$ cat src/rtl/pll_reconfig_pkg.sv
// Shared types and constants for the PLL reconfiguration sequencer.
// The READBACK state exists only when PLL_RECONFIG_SEQ_READBACK_EN is defined.
package pll_reconfig_pkg;

    typedef enum logic [3:0] {
        ST_IDLE      = 4'd0,
        ST_MODE_WR   = 4'd1,
        ST_FETCH_A   = 4'd2,
        ST_FETCH_D   = 4'd3,
        ST_LATCH_D   = 4'd4,
        ST_ENTRY_WR  = 4'd5,
        ST_START_WR  = 4'd6,
        ST_WAIT_LOCK = 4'd7,
        ST_FINISH    = 4'd8
`ifdef PLL_RECONFIG_SEQ_READBACK_EN
        , ST_READBACK = 4'd9
`endif
    } state_e;

    localparam logic [5:0] REG_MODE       = 6'h00;
    localparam logic [5:0] REG_START      = 6'h02;
    localparam int         ENTRY_LAST_BIT = 8;
    localparam int         ENTRY_ADDR_MSB = 5;

    // Word address of entry k within a profile: profile*64 + 2k + word.
    function automatic logic [7:0] entry_offset(input logic [1:0] profile,
                                                input logic [4:0] k,
                                                input logic       word);
        return {profile, 6'd0} + {2'b00, k, 1'b0} + {7'd0, word};
    endfunction

endpackage

$ cat src/rtl/pll_lock_timer.sv
// PLL_LOCKED synchroniser plus the lock-wait timeout counter.
module pll_lock_timer #(
    parameter int LOCK_TIMEOUT = 4096
) (
    input  logic CLOCK,
    input  logic RESET_N,
    input  logic run_i,
    input  logic pll_locked_i,
    output logic locked_o,
    output logic timeout_o
);

    localparam int CW = (LOCK_TIMEOUT > 2) ? $clog2(LOCK_TIMEOUT) : 1;
    localparam logic [CW-1:0] CNT_LAST = CW'(LOCK_TIMEOUT - 1);

    logic          sync1_q;
    logic          sync2_q;
    logic [CW-1:0] cnt_q;
    logic [CW-1:0] cnt_d;

    // Two-flop synchroniser for the asynchronous lock input.
    always_ff @(posedge CLOCK or negedge RESET_N) begin
        if (!RESET_N) begin
            sync1_q <= 1'b0;
            sync2_q <= 1'b0;
        end else begin
            sync1_q <= pll_locked_i;
            sync2_q <= sync1_q;
        end
    end

    // Counter is held at zero outside the wait so each wait starts from 0.
    always_comb begin
        cnt_d = '0;
        if (run_i) begin
            cnt_d = cnt_q + CW'(1);
        end else begin
            cnt_d = '0;
        end
    end

    // Timeout counter register.
    always_ff @(posedge CLOCK or negedge RESET_N) begin
        if (!RESET_N) begin
            cnt_q <= '0;
        end else begin
            cnt_q <= cnt_d;
        end
    end

    assign locked_o  = run_i & sync2_q;
    assign timeout_o = run_i & (cnt_q == CNT_LAST);

endmodule

$ cat src/rtl/pll_reconfig_seq.sv
// Walks a PLL_RAM profile into the PLL reconfig management port, starts it and waits for lock.
// Optional build macro PLL_RECONFIG_SEQ_READBACK_EN adds a read-back check after every entry write.
module pll_reconfig_seq
    import pll_reconfig_pkg::*;
#(
    parameter int ENTRIES_MAX  = 32,
    parameter int LOCK_TIMEOUT = 4096
) (
    input  logic        CLOCK,
    input  logic        RESET_N,
    input  logic        START,
    input  logic [1:0]  PROFILE,
    output logic        BUSY,
    output logic        DONE,
    output logic        ERROR,
    output logic [7:0]  RAM_OFFSET,
    input  logic [8:0]  RAM_RD_DATA,
    output logic [5:0]  MGMT_ADDRESS,
    output logic        MGMT_WRITE,
    output logic        MGMT_READ,
    output logic [31:0] MGMT_WRITEDATA,
    input  logic [31:0] MGMT_READDATA,
    input  logic        MGMT_WAITREQUEST,
    input  logic        PLL_LOCKED
);

    localparam logic [4:0] K_LAST = 5'(ENTRIES_MAX - 1);

    state_e     state_q, state_d;
    logic [4:0] k_q, k_d;
    logic [1:0] profile_q, profile_d;
    logic [5:0] entry_addr_q, entry_addr_d;
    logic       entry_last_q, entry_last_d;
    logic       busy_q, busy_d;
    logic       done_q, done_d;
    logic       error_q, error_d;
    logic [7:0] ram_offset_q, ram_offset_d;
    logic [5:0] mgmt_address_q, mgmt_address_d;
    logic       mgmt_write_q, mgmt_write_d;
    logic [8:0] wdata_q, wdata_d;
    logic       mgmt_accept_s;
    logic       entry_done_s;
    logic       entry_ok_s;
    logic       locked_s;
    logic       timeout_s;
    logic       unused_ok_s;

`ifdef PLL_RECONFIG_SEQ_READBACK_EN
    logic       mgmt_read_q, mgmt_read_d;
    assign mgmt_accept_s = (mgmt_write_q | mgmt_read_q) & ~MGMT_WAITREQUEST;
    assign MGMT_READ     = mgmt_read_q;
    assign unused_ok_s   = ^{MGMT_READDATA[31:9], RAM_RD_DATA[7:6]};
`else
    assign mgmt_accept_s = mgmt_write_q & ~MGMT_WAITREQUEST;
    assign MGMT_READ     = 1'b0;
    assign unused_ok_s   = ^{MGMT_READDATA, RAM_RD_DATA[7:6]};
`endif

    pll_lock_timer #(.LOCK_TIMEOUT(LOCK_TIMEOUT)) u_lock_timer (
        .CLOCK        (CLOCK),
        .RESET_N      (RESET_N),
        .run_i        (state_q == ST_WAIT_LOCK),
        .pll_locked_i (PLL_LOCKED),
        .locked_o     (locked_s),
        .timeout_o    (timeout_s)
    );

    // Next-state and next-output logic; outputs are registered from these values.
    always_comb begin
        state_d        = state_q;
        k_d            = k_q;
        profile_d      = profile_q;
        entry_addr_d   = entry_addr_q;
        entry_last_d   = entry_last_q;
        busy_d         = busy_q;
        done_d         = 1'b0;
        error_d        = error_q;
        ram_offset_d   = ram_offset_q;
        mgmt_address_d = mgmt_address_q;
        mgmt_write_d   = mgmt_write_q;
        wdata_d        = wdata_q;
        entry_done_s   = 1'b0;
        entry_ok_s     = 1'b1;
`ifdef PLL_RECONFIG_SEQ_READBACK_EN
        mgmt_read_d    = mgmt_read_q;
`endif
        case (state_q)
            ST_IDLE: begin
                if (START) begin
                    state_d        = ST_MODE_WR;
                    busy_d         = 1'b1;
                    error_d        = 1'b0;
                    profile_d      = PROFILE;
                    k_d            = 5'd0;
                    ram_offset_d   = entry_offset(PROFILE, 5'd0, 1'b0);
                    mgmt_address_d = REG_MODE;
                    wdata_d        = 9'd0;
                    mgmt_write_d   = 1'b1;
                end else begin
                    state_d = ST_IDLE;
                end
            end
            ST_MODE_WR, ST_START_WR: begin
                if (mgmt_accept_s) begin
                    mgmt_write_d = 1'b0;
                    state_d      = (state_q == ST_MODE_WR) ? ST_FETCH_A : ST_WAIT_LOCK;
                end else begin
                    state_d = state_q;
                end
            end
            ST_FETCH_A: begin
                state_d      = ST_FETCH_D;
                ram_offset_d = entry_offset(profile_q, k_q, 1'b1);
            end
            ST_FETCH_D: begin
                state_d      = ST_LATCH_D;
                entry_addr_d = RAM_RD_DATA[ENTRY_ADDR_MSB:0];
                entry_last_d = RAM_RD_DATA[ENTRY_LAST_BIT];
            end
            ST_LATCH_D: begin
                state_d        = ST_ENTRY_WR;
                wdata_d        = RAM_RD_DATA;
                mgmt_address_d = entry_addr_q;
                mgmt_write_d   = 1'b1;
            end
            ST_ENTRY_WR: begin
                if (mgmt_accept_s) begin
                    mgmt_write_d = 1'b0;
`ifdef PLL_RECONFIG_SEQ_READBACK_EN
                    mgmt_read_d  = 1'b1;
                    state_d      = ST_READBACK;
`else
                    entry_done_s = 1'b1;
`endif
                end else begin
                    state_d = ST_ENTRY_WR;
                end
            end
`ifdef PLL_RECONFIG_SEQ_READBACK_EN
            ST_READBACK: begin
                if (mgmt_accept_s) begin
                    mgmt_read_d  = 1'b0;
                    entry_done_s = 1'b1;
                    entry_ok_s   = (MGMT_READDATA[8:0] == wdata_q);
                end else begin
                    state_d = ST_READBACK;
                end
            end
`endif
            ST_WAIT_LOCK: begin
                if (locked_s) begin
                    state_d = ST_FINISH;
                    done_d  = 1'b1;
                end else if (timeout_s) begin
                    state_d = ST_IDLE;
                    busy_d  = 1'b0;
                    error_d = 1'b1;
                end else begin
                    state_d = ST_WAIT_LOCK;
                end
            end
            ST_FINISH: begin
                state_d = ST_IDLE;
                busy_d  = 1'b0;
            end
            default: begin
                state_d      = ST_IDLE;
                busy_d       = 1'b0;
                mgmt_write_d = 1'b0;
            end
        endcase

        // An entry is finished: start the PLL, move on, or abort without starting it.
        if (entry_done_s) begin
            if (!entry_ok_s || (!entry_last_q && (k_q == K_LAST))) begin
                state_d = ST_IDLE;
                busy_d  = 1'b0;
                error_d = 1'b1;
            end else if (entry_last_q) begin
                state_d        = ST_START_WR;
                mgmt_address_d = REG_START;
                wdata_d        = 9'd1;
                mgmt_write_d   = 1'b1;
            end else begin
                state_d      = ST_FETCH_A;
                k_d          = k_q + 5'd1;
                ram_offset_d = entry_offset(profile_q, k_q + 5'd1, 1'b0);
            end
        end else begin
            entry_ok_s = 1'b1;
        end
    end

    // State and registered-output update.
    always_ff @(posedge CLOCK or negedge RESET_N) begin
        if (!RESET_N) begin
            state_q        <= ST_IDLE;
            k_q            <= 5'd0;
            profile_q      <= 2'd0;
            entry_addr_q   <= 6'd0;
            entry_last_q   <= 1'b0;
            busy_q         <= 1'b0;
            done_q         <= 1'b0;
            error_q        <= 1'b0;
            ram_offset_q   <= 8'd0;
            mgmt_address_q <= 6'd0;
            mgmt_write_q   <= 1'b0;
            wdata_q        <= 9'd0;
`ifdef PLL_RECONFIG_SEQ_READBACK_EN
            mgmt_read_q    <= 1'b0;
`endif
        end else begin
            state_q        <= state_d;
            k_q            <= k_d;
            profile_q      <= profile_d;
            entry_addr_q   <= entry_addr_d;
            entry_last_q   <= entry_last_d;
            busy_q         <= busy_d;
            done_q         <= done_d;
            error_q        <= error_d;
            ram_offset_q   <= ram_offset_d;
            mgmt_address_q <= mgmt_address_d;
            mgmt_write_q   <= mgmt_write_d;
            wdata_q        <= wdata_d;
`ifdef PLL_RECONFIG_SEQ_READBACK_EN
            mgmt_read_q    <= mgmt_read_d;
`endif
        end
    end

    assign BUSY           = busy_q;
    assign DONE           = done_q;
    assign ERROR          = error_q;
    assign RAM_OFFSET     = ram_offset_q;
    assign MGMT_ADDRESS   = mgmt_address_q;
    assign MGMT_WRITE     = mgmt_write_q;
    assign MGMT_WRITEDATA = {23'd0, wdata_q};

endmodule
$ cat config.mk
export PLATFORM = sky130hd
export DESIGN_NAME = pll_reconfig_seq
export DESIGN_NICKNAME = d
export VERILOG_FILES = /design/src/rtl/pll_reconfig_pkg.sv /design/src/rtl/pll_lock_timer.sv /design/src/rtl/pll_reconfig_seq.sv
export SDC_FILE = /design/constraint.sdc
export NUM_CORES = 1
export LEC_CHECK = 0
export ABC_AREA = 1
export BUFFER_PORTS_ARGS = -buffer_cell sky130_fd_sc_hd__buf_4
export CELL_PAD_IN_SITES_DETAIL_PLACEMENT = 0
export CELL_PAD_IN_SITES_GLOBAL_PLACEMENT = 1
export CORE_MARGIN = 4
export CORE_UTILIZATION = 36
export DETAILED_ROUTE_END_ITERATION = 6
export PLACE_DENSITY_LB_ADDON = 0.1
export SLEW_MARGIN = 5
export SYNTH_ARGS = -nofsm -noshare
export SYNTH_HDL_FRONTEND = slang
export SYNTH_HIERARCHICAL = 1
export SYNTH_SLANG_ARGS = --single-unit
$ cat constraint.sdc
create_clock -name CLOCK -period 1.8 [get_ports CLOCK]
set_input_delay 0.27 -clock CLOCK [delete_from_list [all_inputs] [get_ports CLOCK]]
set_output_delay 0.27 -clock CLOCK [all_outputs]
set_load 0.01 [all_outputs]
# Word-level counts from Yosys, hierarchy flattened
# Index checks and enable logic that the tools add are counted.
[totals]
register_bits = 59
input_bits = 48
elab_cells = 98
[classes]
add_sub_neg = 5
n_eq_ne = 12
mux = 53
n_bitwise = 4
n_reduce_logical = 9
[ops]
columns = ["operator", "count"]
rows = [
  ["9-bit two-way mux", 4],
  ["8-bit two-way mux", 4],
  ["4-bit case mux with 7 select lines", 1],
  ["5-bit two-way mux", 5],
  ["6-bit two-way mux", 4],
  ["1-bit two-way mux", 20],
  ["9-bit case mux with 2 select lines", 1],
  ["8-bit by 6-bit adder with 8-bit output", 2],
  ["4-bit by 3-bit == test with 1-bit output, second input constant", 4],
  ["4-bit two-way mux", 4],
  ["8-bit case mux with 2 select lines", 1],
  ["12-bit by 1-bit adder with 12-bit output, second input constant", 1],
  ["12-bit == test, second input constant", 1],
  ["12-bit two-way mux", 1],
  ["3-bit two-way mux", 4],
  ["6-bit case mux with 2 select lines", 1],
  ["8-bit by 1-bit adder with 8-bit output, second input constant", 1],
  ["4-bit by 2-bit == test with 1-bit output, second input constant", 2],
  ["3-bit inequality test, second input constant", 2],
  ["6-bit OR reduction", 1],
  ["5-bit by 1-bit adder with 5-bit output, second input constant", 1],
  ["5-bit == test, second input constant", 1],
  ["4-bit by 1-bit == test with 1-bit output, second input constant", 1],
  ["4-bit == test, second input constant", 1],
  ["12 further kinds", 15],
]

# Depth between registers and ports, before layout
# Gate-level depths: netlist of run 1.
[depth]
word_depth = 7
ltp_mapped = 12

# By module
# The synthesis of run 1 kept the hierarchy.
[by_module_without_submodules]
columns = ["mod", "n_inst", "cells_each", "area_each_um2", "seq_area_each_um2"]
rows = [
  ["pll_reconfig_seq", 1, 315, 2368.5, 1126.1],
  ["pll_lock_timer", 1, 81, 658.1, 350.3],
]

# Least setup slack after synthesis of run 1
# OpenSTA, ideal clock, no wires.
[synth_timing]
path_type = "register to register"
startpoint = "register state_q[2]"
endpoint = "register state_q[2]"
setup_time_ns = 0.123
arrival_ns = 1.486
slack_ns = 0.191
path_stages_with_launch = 13
n_path_buf = 1
cell_sequence = "dfrtp_1 > inv_2 > nor2_4 > nand2_1 > inv_1 > buf_4 > nand2_1 > inv_1 > nor2_1 > nand3_1 > nand2_1 > o21ai_0 > nand2_1"
[synth_via]
word_cells_on_any_way = 21
[synth_rtl]
columns = ["item", "line", "source"]
rows = [
  ["from (decl)", "pll_reconfig_seq.sv:29", "state_e state_q, state_d;"],
  ["from (signal assigned)", "pll_reconfig_seq.sv:213", "state_q <= state_d;"],
  ["4-bit by 3-bit == test with 1-bit output", "pll_reconfig_seq.sv:62", ".run_i (state_q == ST_WAIT_LOCK),"],
  ["1-bit AND", "pll_lock_timer.sv:51", "assign locked_o = run_i & sync2_q;"],
  ["via locked_s", "pll_reconfig_seq.sv:44", "logic locked_s;"],
  ["4-bit two-way mux", "pll_reconfig_seq.sv:151", "if (locked_s) begin"],
  ["4-bit case mux with 7 select lines", "pll_reconfig_seq.sv:87", "case (state_q)"],
  ["4-bit two-way mux", "pll_reconfig_seq.sv:174", "if (entry_done_s) begin"],
]
# The timed path passes the listed nets, and every way through them passes these cells. The select of a mux whose other input is x is not followed.
# A chain may end at the register's enable or synchronous reset.

# Final worst setup path of run 1
[layout_timing]
startpoint = "register state_q[1]"
endpoint = "register state_q[0]"
[layout_via]
elab_chain_cells = 6
word_cells_on_any_way = 21
[layout_rtl]
columns = ["item", "line", "source"]
rows = [
  ["4-bit by 3-bit == test with 1-bit output", "pll_reconfig_seq.sv:62, pll_reconfig_seq.sv:87", ""],
  ["1-bit AND", "pll_lock_timer.sv:52", "assign timeout_o = run_i & (cnt_q == CNT_LAST);"],
  ["3-bit two-way mux", "pll_reconfig_seq.sv:154", "end else if (timeout_s) begin"],
  ["4-bit two-way mux", "pll_reconfig_seq.sv:151", ""],
  ["4-bit case mux with 7 select lines", "pll_reconfig_seq.sv:87", ""],
  ["4-bit two-way mux", "pll_reconfig_seq.sv:174", ""],
]
# Parallel ways exist; a longest one is shown, timed or not. The select of a mux whose other input is x is not followed.

==> results of run 1 <==
[per-layer routing]
metal  global-route usage  vias up  wire [um]
met5                    0        -          0
met4               0.0599        0        123
met3               0.0365       11        351
met2                0.229       58       2980
met1                0.199     1132       3200
li1                     -     1298          -
[cells in the final DEF, fill, tap and decap left out, drive strengths merged]
cell type / count
a21oi: 4
a31oi: 2
buf: 62
bufinv: 3
clkbuf: 12
clkinv: 1
conb: 24
dfrtp: 59
dlygate4sd3: 1
ha: 3
inv: 51
nand2: 152
nand3: 18
nand4: 4
nor2: 41
nor3: 1
o211ai: 3
o21ai: 22
o21bai: 2
or2: 1
xor2: 2
[through the flow]
stage	setup slack [ps]	std cells	hold WS (ps)	power [mW]	area, um2
CTS	62.4	572	24.2	5.52	3770
finish	148	573	43.2	5.46	3780
global route	13.0	573	18.7	5.98	3780
floorplan	191	419	-25.6	3.12	3110
global placement	105	555	175	3.91	3500
detailed placement	96.7	555	176	3.93	3500
[final timing paths]
check | startpoint | endpoint | slack [ps]
hold reg to reg | u_lock_timer/sync1_q | u_lock_timer/sync2_q | 360
setup reg to reg | state_q[1] | state_q[0] | 150
min in group asynchronous | RESET_N | u_lock_timer/cnt_q[5] | 350
setup / recovery | state_q[1] | state_q[0] | 150
max in group asynchronous | RESET_N | state_q[1] | 930
hold / removal | PLL_LOCKED | u_lock_timer/sync1_q | 40
[logic make-up (layout without fill, tap and decap cells)]
kind of cell,count (synthesis),count (layout),synth area share
compound gates,33,33,0.0612
xor+xnor,2,2,0.00579
fa+ha+maj,3,3,0.0124
buf+inv,81,130,0.135
flops,59,59,0.488
other cells,1,24,0.00124
simple gates,217,217,0.296
[worst register-to-register path: cells and delay by family (launching register included)]
| family | cells | cell delay, ps |
|---|---|---|
| and+or+nand+nor | 4 | 630 |
| buffers and inverters | 2 | 390 |
| DFF | 1 | 440 |
| AOI/OAI and AO/OA | 1 | 120 |
[flip-flops by register name, summed over array words and instances, names as in the netlist]
| register | count |
|---|---|
| MGMT_ADDRESS | 6 |
| state_q | 4 |
| RAM_OFFSET | 8 |
| entry_addr_q | 6 |
| BUSY | 1 |
| wdata_q | 9 |
| DONE | 1 |
| u_lock_timer/sync2_q | 1 |
| MGMT_WRITE | 1 |
| entry_last_q | 1 |
| k_q | 5 |
| profile_q | 2 |
| u_lock_timer/cnt_q | 12 |
| ERROR | 1 |
| u_lock_timer/sync1_q | 1 |
[layout make-up]
type / count / area (um2)
Inverter: 51 / 191
Fill cell: 877 / 4430
Timing Repair Buffer: 63 / 488
Clock buffer: 12 / 165
Tap cell: 105 / 131
Multi-Input combinational cell: 279 / 1240
Clock inverter: 4 / 95.1
Sequential cell: 59 / 1480
[report_power, final]
group	internal [mW]	total [mW]	leakage (nW)	switching, mW
Sequential	1.69	1.93	0.772	0.230
Combinational	0.839	1.98	1.27	1.14
Clock	1.03	1.55	0.133	0.519
[what timing repair did]
action                     in CTS  in global routing
hold buffers                    1                  0
hold endpoints to repair       19                  0
setup endpoints to repair       0                 13
buffers inserted                0                  1
gates resized for setup         0                  4
==> impl_metrics.ini, run 1 <==
[status]
status = finished clean

[cts]
clk_latency_ps = 330
cts.sinks = 59
cts_tree = built
clk_pin_slew_ps = 70
cts-root-buf = clkbuf_8
htree_num_levels = 3
cts_buffer_depth = 2
cts_buffers = 9

[routing]
drc_errors = 0
vias = 2499
vias_per_cell = 4.36
first_iter_violations = 107
ant_nets = 0
dr.pass1.iters = 4
routed_wl_um = 6650
wl_per_cell_um = 11.6

[power]
leakage_nw = 2.17
power.density_nw_per_um2 = 1440
max-vdd-ir-drop_mv = 0.665

[critical_path]
reg2reg_depth = 7
arrival_ps = 1910
worst-path-stages = 7
crit_path_top_delay_cell = dfrtp_2
crit_chain = buf_4 -> nor2_2 -> nand3_1 -> buf_4 -> nand2_1 -> nor2_1 -> o21bai_1
cp_top_family = simple AND/OR/NAND/NOR gates
cpMostUsedCell = buf_4
crit_type = reg -> reg
startpoint_type = flop
endpoint_kind = flop
worstPathMaxFanout = 6
slowest_delay_ps = 440
crit_required_ps = 2050
worst-path-buf-inv = 2

[final_layout]
layout.nets = 514
area_delta_synth_final_pct = 25.1
diodes = 0
layout-drive-gt1-share = 0.205
fin_util = 0.461

[sta]
setup_tns_ps = 0
period_minus_slack_ps = 1650
hold_violations = 0
setup_viol = 0
fmax_mhz = 605
period_share = 0.918
skew_ps = 10.0
rsz0062_at_grt = false
slew_viol_final = 0

[floorplan]
fp.coreArea_um2 = 8220
start_util = 0.368
die_w_um = 99.7
die_area_um2 = 9940
die_h_um = 99.7
num_rows = 33
ioPinCount = 99

[grt]
first_global_vias = 2502
grt_max_degree = 41
antenna_found_initial = 0
grt_pass1_wl_um = 11700
grt_usage = 0.148
grt-ovfl-total = 0

[min_path]
hp-class = in -> reg
hold_depth = 1

[placement]
hpwl_um = 4810
port_buffers = 42
place.gp.congestion = 0.805

[synth]
synth_largest_area_cell = dfrtp_1
netlist_instances = 396
synth_edf_count = 0
ys_top_cells_by_area = dfrtp_1 49%, nand2_1 19%, buf_4 6.2%, inv_1 5.8%, nor2_1 4.3%
netlist-cell-type-count = 28
syn_avg_cell_area_um2 = 7.64
yosysMostFrequentCell = nand2_1
synthArstFlopShare = 1.00
synth_top_area_frac = 0.488
synthTopCellsByCount = 150 x nand2_1, 59 x dfrtp_1, 47 x inv_1
yosysWarnings = 6
synth_area_um2 = 3030
synth_top_flop_cell = dfrtp_1
synth-seq-cells = 59
yosysSeqAreaShare = 0.488

[flow_run]
maxCapViolations = 0
Note: power is estimated with default switching activity, not from simulation.
==> run 2, diff against run 1 <==
- RECOVER_POWER: not set -> 50
==> impl_metrics.ini, run 2 (synthesis gave the netlist of run 1 again) <==
[sta]
timing.hold.ws_ps = 67.5
skew_ps = 8.70
period_share = 0.913
slew_headroom = 0.217
period_minus_slack_ps = 1640
tightest_slew_ps = 1170
hold_violations = 0
slew_viol_final = 0
fmax_mhz = 608
rsz0062_at_grt = false
setup_tns_ps = 0
setup_viol = 0

[critical_path]
crit_path_top_delay_cell = dfrtp_2
reg2reg_depth = 7
crit_type = reg -> reg
worstPathMaxFanout = 6
cp-startpoint = state_q[1]
r2r_end = state_q[0]
cpMostUsedCell = buf_4
arrival_ps = 1900
cp_top_family = simple AND/OR/NAND/NOR gates
startpoint_type = flop
r2r_slack_ps = 160
crit_chain = buf_4 -> nor2_2 -> nand3_1 -> buf_4 -> nand2_1 -> nor2_1 -> o21bai_1
endpoint_kind = flop
worst-path-buf-inv = 2
slowest_delay_ps = 440
crit_required_ps = 2050
r2r-start = state_q[1]

[routing]
vias = 2495
drc_errors = 0
routed_wl_um = 6650
vias_per_cell = 4.35
wl_per_cell_um = 11.6
first_iter_violations = 105
dr.pass1.iters = 4
ant_nets = 0

[grt]
grt_max_degree = 41
grt-ovfl-total = 0
grt_usage = 0.148
antenna_found_initial = 0
grt_pass1_wl_um = 11700
first_global_vias = 2502

[final_layout]
layout-drive-gt1-share = 0.182
area_delta_synth_final_pct = 23.7
layout_common_cells = 150 x nand2_1, 58 x dfrtp_1, 49 x buf_4
layout.nets = 514
layout_commonest_cell = nand2_1
multi_input_area_um2 = 1240
register_area_um2 = 1480
regMostFlops = u_lock_timer/cnt_q
fillers = 879
fin_util = 0.456
diodes = 0
largest_reg_flops = 12

[cts]
clk_pin_slew_ps = 70
cts.sinks = 59
cts_tree = built
cts-root-buf = clkbuf_8
clk_latency_ps = 330
cts_buffer_depth = 2
cts_buffers = 9
htree_num_levels = 3

[min_path]
hold_depth = 1
min_to = u_lock_timer/sync1_q
worstHoldStart = PLL_LOCKED
hp-class = in -> reg

[floorplan]
ioPinCount = 99
die_area_um2 = 9940
fp.coreArea_um2 = 8220
die_w_um = 99.7
start_util = 0.368
num_rows = 33
die_h_um = 99.7

[power]
leakage_nw = 2.13
max-vdd-ir-drop_mv = 0.665
power.density_nw_per_um2 = 1440

[placement]
port_buffers = 42
hpwl_um = 4810
place.gp.congestion = 0.805

[status]
status = finished clean

[flow_run]
maxCapViolations = 0
-- run 2: repair_timing --
action / CTS / global route
endpoints found under the setup margin: 0 / 13
setup buffers: 0 / 1
hold endpoints to repair: 19 / 0
resized for setup: 0 / 4
hold buffers: 1 / 0
-- run 2: worst reg2reg max path, delay by kind of cell, from the launching register on --
family	cells	cell delay [ps]
buffers and inverters	2	390
AO/OA/AOI/OAI	1	120
flip-flops	1	440
AND/OR/NAND/NOR	4	620
-- run 2: stage by stage --
| stage | power, mW | instance area, um2 | setup WS (ps) | std cells |
|---|---|---|---|---|
| after detailed placement | 3.93 | 3500 | 96.7 | 555 |
| after floorplan | 3.12 | 3110 | 191 | 419 |
| after global placement | 3.91 | 3500 | 105 | 555 |
| final | 5.40 | 3740 | 156 | 573 |
| after CTS | 5.52 | 3770 | 62.4 | 572 |
| after global routing | 5.92 | 3740 | 13.0 | 573 |
-- run 2: cell type report --
cell class / instances / share of cell area
multi-input combinational: 279 / 0.330
tap: 105 / 0.0351
timing repair buffer: 63 / 0.119
sequential: 59 / 0.395
clock buffer: 12 / 0.0441
clock inverter: 4 / 0.0254
inverter: 51 / 0.0511
-- run 2: power breakdown --
part	internal (mW)	switching (mW)	total (mW)
Sequential	1.69	0.230	1.93
Clock	1.03	0.514	1.55
Combinational	0.790	1.14	1.93
Total	3.52	1.89	5.40
-- run 2: worst max path at each step --
stage,endpoint,slack (ps),depth (start not counted)
floorplan,state_q[2],190,12
global route,state_q[2],10,11
finish,state_q[0],160,7
global placement,state_q[2],110,11
detailed placement,state_q[2],100,11
CTS,state_q[2],60,11
-- run 2: per-layer routing --
| layer | GRT usage | up-vias | share of wire |
|---|---|---|---|
| met1 | 0.199 | 1130 | 0.48 |
| met4 | 0.0599 | 0 | 0.011 |
| met3 | 0.0365 | 6 | 0.056 |
| li1 | - | 1299 | - |
| met2 | 0.229 | 60 | 0.45 |
| met5 | 0 | - | 0 |
==> run 3, diff against run 2 <==
- CELL_PAD_IN_SITES_DETAIL_PLACEMENT: 0 -> not set
- CELL_PAD_IN_SITES_GLOBAL_PLACEMENT: 1 -> not set
- CORE_UTILIZATION: 36 -> 51
- PLACE_DENSITY: not set -> 0.8
- PLACE_DENSITY_LB_ADDON: 0.1 -> not set
- RECOVER_POWER: 50 -> 25
==> impl_metrics.ini, run 3 (synthesis gave the netlist of run 1 again) <==
[status]
status = finished clean

[critical_path]
crit_type = reg -> reg
crit_path_top_delay_cell = dfrtp_1
arrival_ps = 1910
slowest_delay_ps = 430
startpoint_type = flop
cp-startpoint = k_q[0]
crit_chain = ha_2 -> nand2_1 -> nor2_1 -> ha_1 -> inv_1 -> nand4_4 -> buf_2 -> nand2_1 -> nand2_1
r2r-start = k_q[0]
endpoint_kind = flop
cp_top_family = flip-flops
crit_required_ps = 2030
cpMostUsedCell = nand2_1
worstPathMaxFanout = 8
worst-path-buf-inv = 2

[sta]
period_minus_slack_ps = 1680
hold_violations = 0
slew_viol_final = 0
setup_tns_ps = 0
slew_headroom = 0.444
period_share = 0.932
tightest_slew_ps = 834
postLayoutSetupSlackWorst_ps = 122
skew_ps = 5.26
fmax_mhz = 596
setup_viol = 0

[routing]
wl_per_cell_um = 12.5
drc_errors = 0
vias = 2634
vias_per_cell = 4.91
first_iter_violations = 204
ant_nets = 0
routed_wl_um = 6700
dr.pass1.iters = 4

[cts]
clk_latency_ps = 340
cts.sinks = 59
clk_pin_slew_ps = 70
cts_buffer_depth = 2
cts_tree = built
cts_buffers = 9
cts-root-buf = clkbuf_8
htree_num_levels = 3

[grt]
grt_max_degree = 35
grt_pass1_wl_um = 11300
first_global_vias = 2506
antenna_found_initial = 0
grt-ovfl-total = 0
grt_usage = 0.196

[final_layout]
layout-drive-gt1-share = 0.205
layout.nets = 510
layout_commonest_cell = nand2_1
diodes = 0
fin_util = 0.645
largest_reg_flops = 12
regMostFlops = u_lock_timer/cnt_q
area_delta_synth_final_pct = 20.3
layout_common_cells = 150 x nand2_1, 57 x dfrtp_1, 53 x buf_4

[placement]
place_ws_ps = 95.2
port_buffers = 42
hpwl_um = 4640
place.gp.congestion = 0.951

[floorplan]
ioPinCount = 99
fp.coreArea_um2 = 5640
start_util = 0.536
num_rows = 27
die_w_um = 85.0
die_area_um2 = 7230
die_h_um = 85.0

[flow_run]
maxCapViolations = 0

[min_path]
hp-class = in -> reg
worstHoldStart = PLL_LOCKED

[power]
max-vdd-ir-drop_mv = 0.891
leakage_nw = 2.11
power.density_nw_per_um2 = 1400
[run 3: changes by cell type in the layout (fill, tap and decap cells not counted), moves of 2 or more]
cell       delta
clkbuf_1     -10
buf_4         +4
bufinv_16     -2
clkbuf_2      +2
clkbuf_8      -2
clkinv_2      +2
[run 3: routing by layer]
metal | up-vias | wire length [um] | GRT usage
li1 | 1289 | - | -
met1 | 1224 | 2900 | 0.258
met2 | 103 | 3110 | 0.304
met3 | 18 | 541 | 0.0641
met4 | 0 | 149 | 0.0691
met5 | - | 0 | 0
[run 3: metrics by stage]
stage | cells | total power, mW | hold WS [ps] | instance area (um2)
floorplan | 419 | 3.12 | -25.6 | 3110
global placement | 514 | 3.77 | 250 | 3400
detailed placement | 514 | 3.86 | 247 | 3400
CTS | 531 | 5.08 | 25.8 | 3600
global route | 536 | 5.50 | 45.3 | 3640
finish | 536 | 5.10 | 63.2 | 3640
[run 3: area by class of cell]
type / instances / area (um2)
timing repair buffer: 59 / 442
clock buffer: 11 / 141
tap: 72 / 90.1
fill: 489 / 2000
inverter: 51 / 191
clock inverter: 5 / 52.6
sequential: 59 / 1480
multi-input combinational: 279 / 1240
[run 3: what timing repair did]
action	in CTS	in global routing
gates resized for setup	0	9
hold buffers	1	0
setup buffers	0	4
endpoints found under the setup margin	0	17
endpoints found under the hold margin	32	0
[run 3: worst paths after layout]
check | endpoint | slack [ps] | cells after the start
worst max-delay path | RAM_OFFSET[3] | 120 | 9
worst min-delay path | u_lock_timer/sync1_q | 60 | 1
worst max register to register | RAM_OFFSET[3] | 120 | 9
worst min register to register | u_lock_timer/sync2_q | 370 | 0
max in group asynchronous | u_lock_timer/cnt_q[3] | 250 | 3
min in group asynchronous | wdata_q[8] | 570 | 2
[run 3: power by group]
| group | leakage (nW) | internal (mW) | total [mW] | switching, mW |
|---|---|---|---|---|
| sequential | 0.771 | 1.70 | 1.97 | 0.269 |
| combinational | 1.23 | 0.787 | 1.94 | 1.15 |
| clock | 0.0991 | 0.670 | 1.20 | 0.529 |
| total | 2.11 | 3.15 | 5.10 | 1.95 |
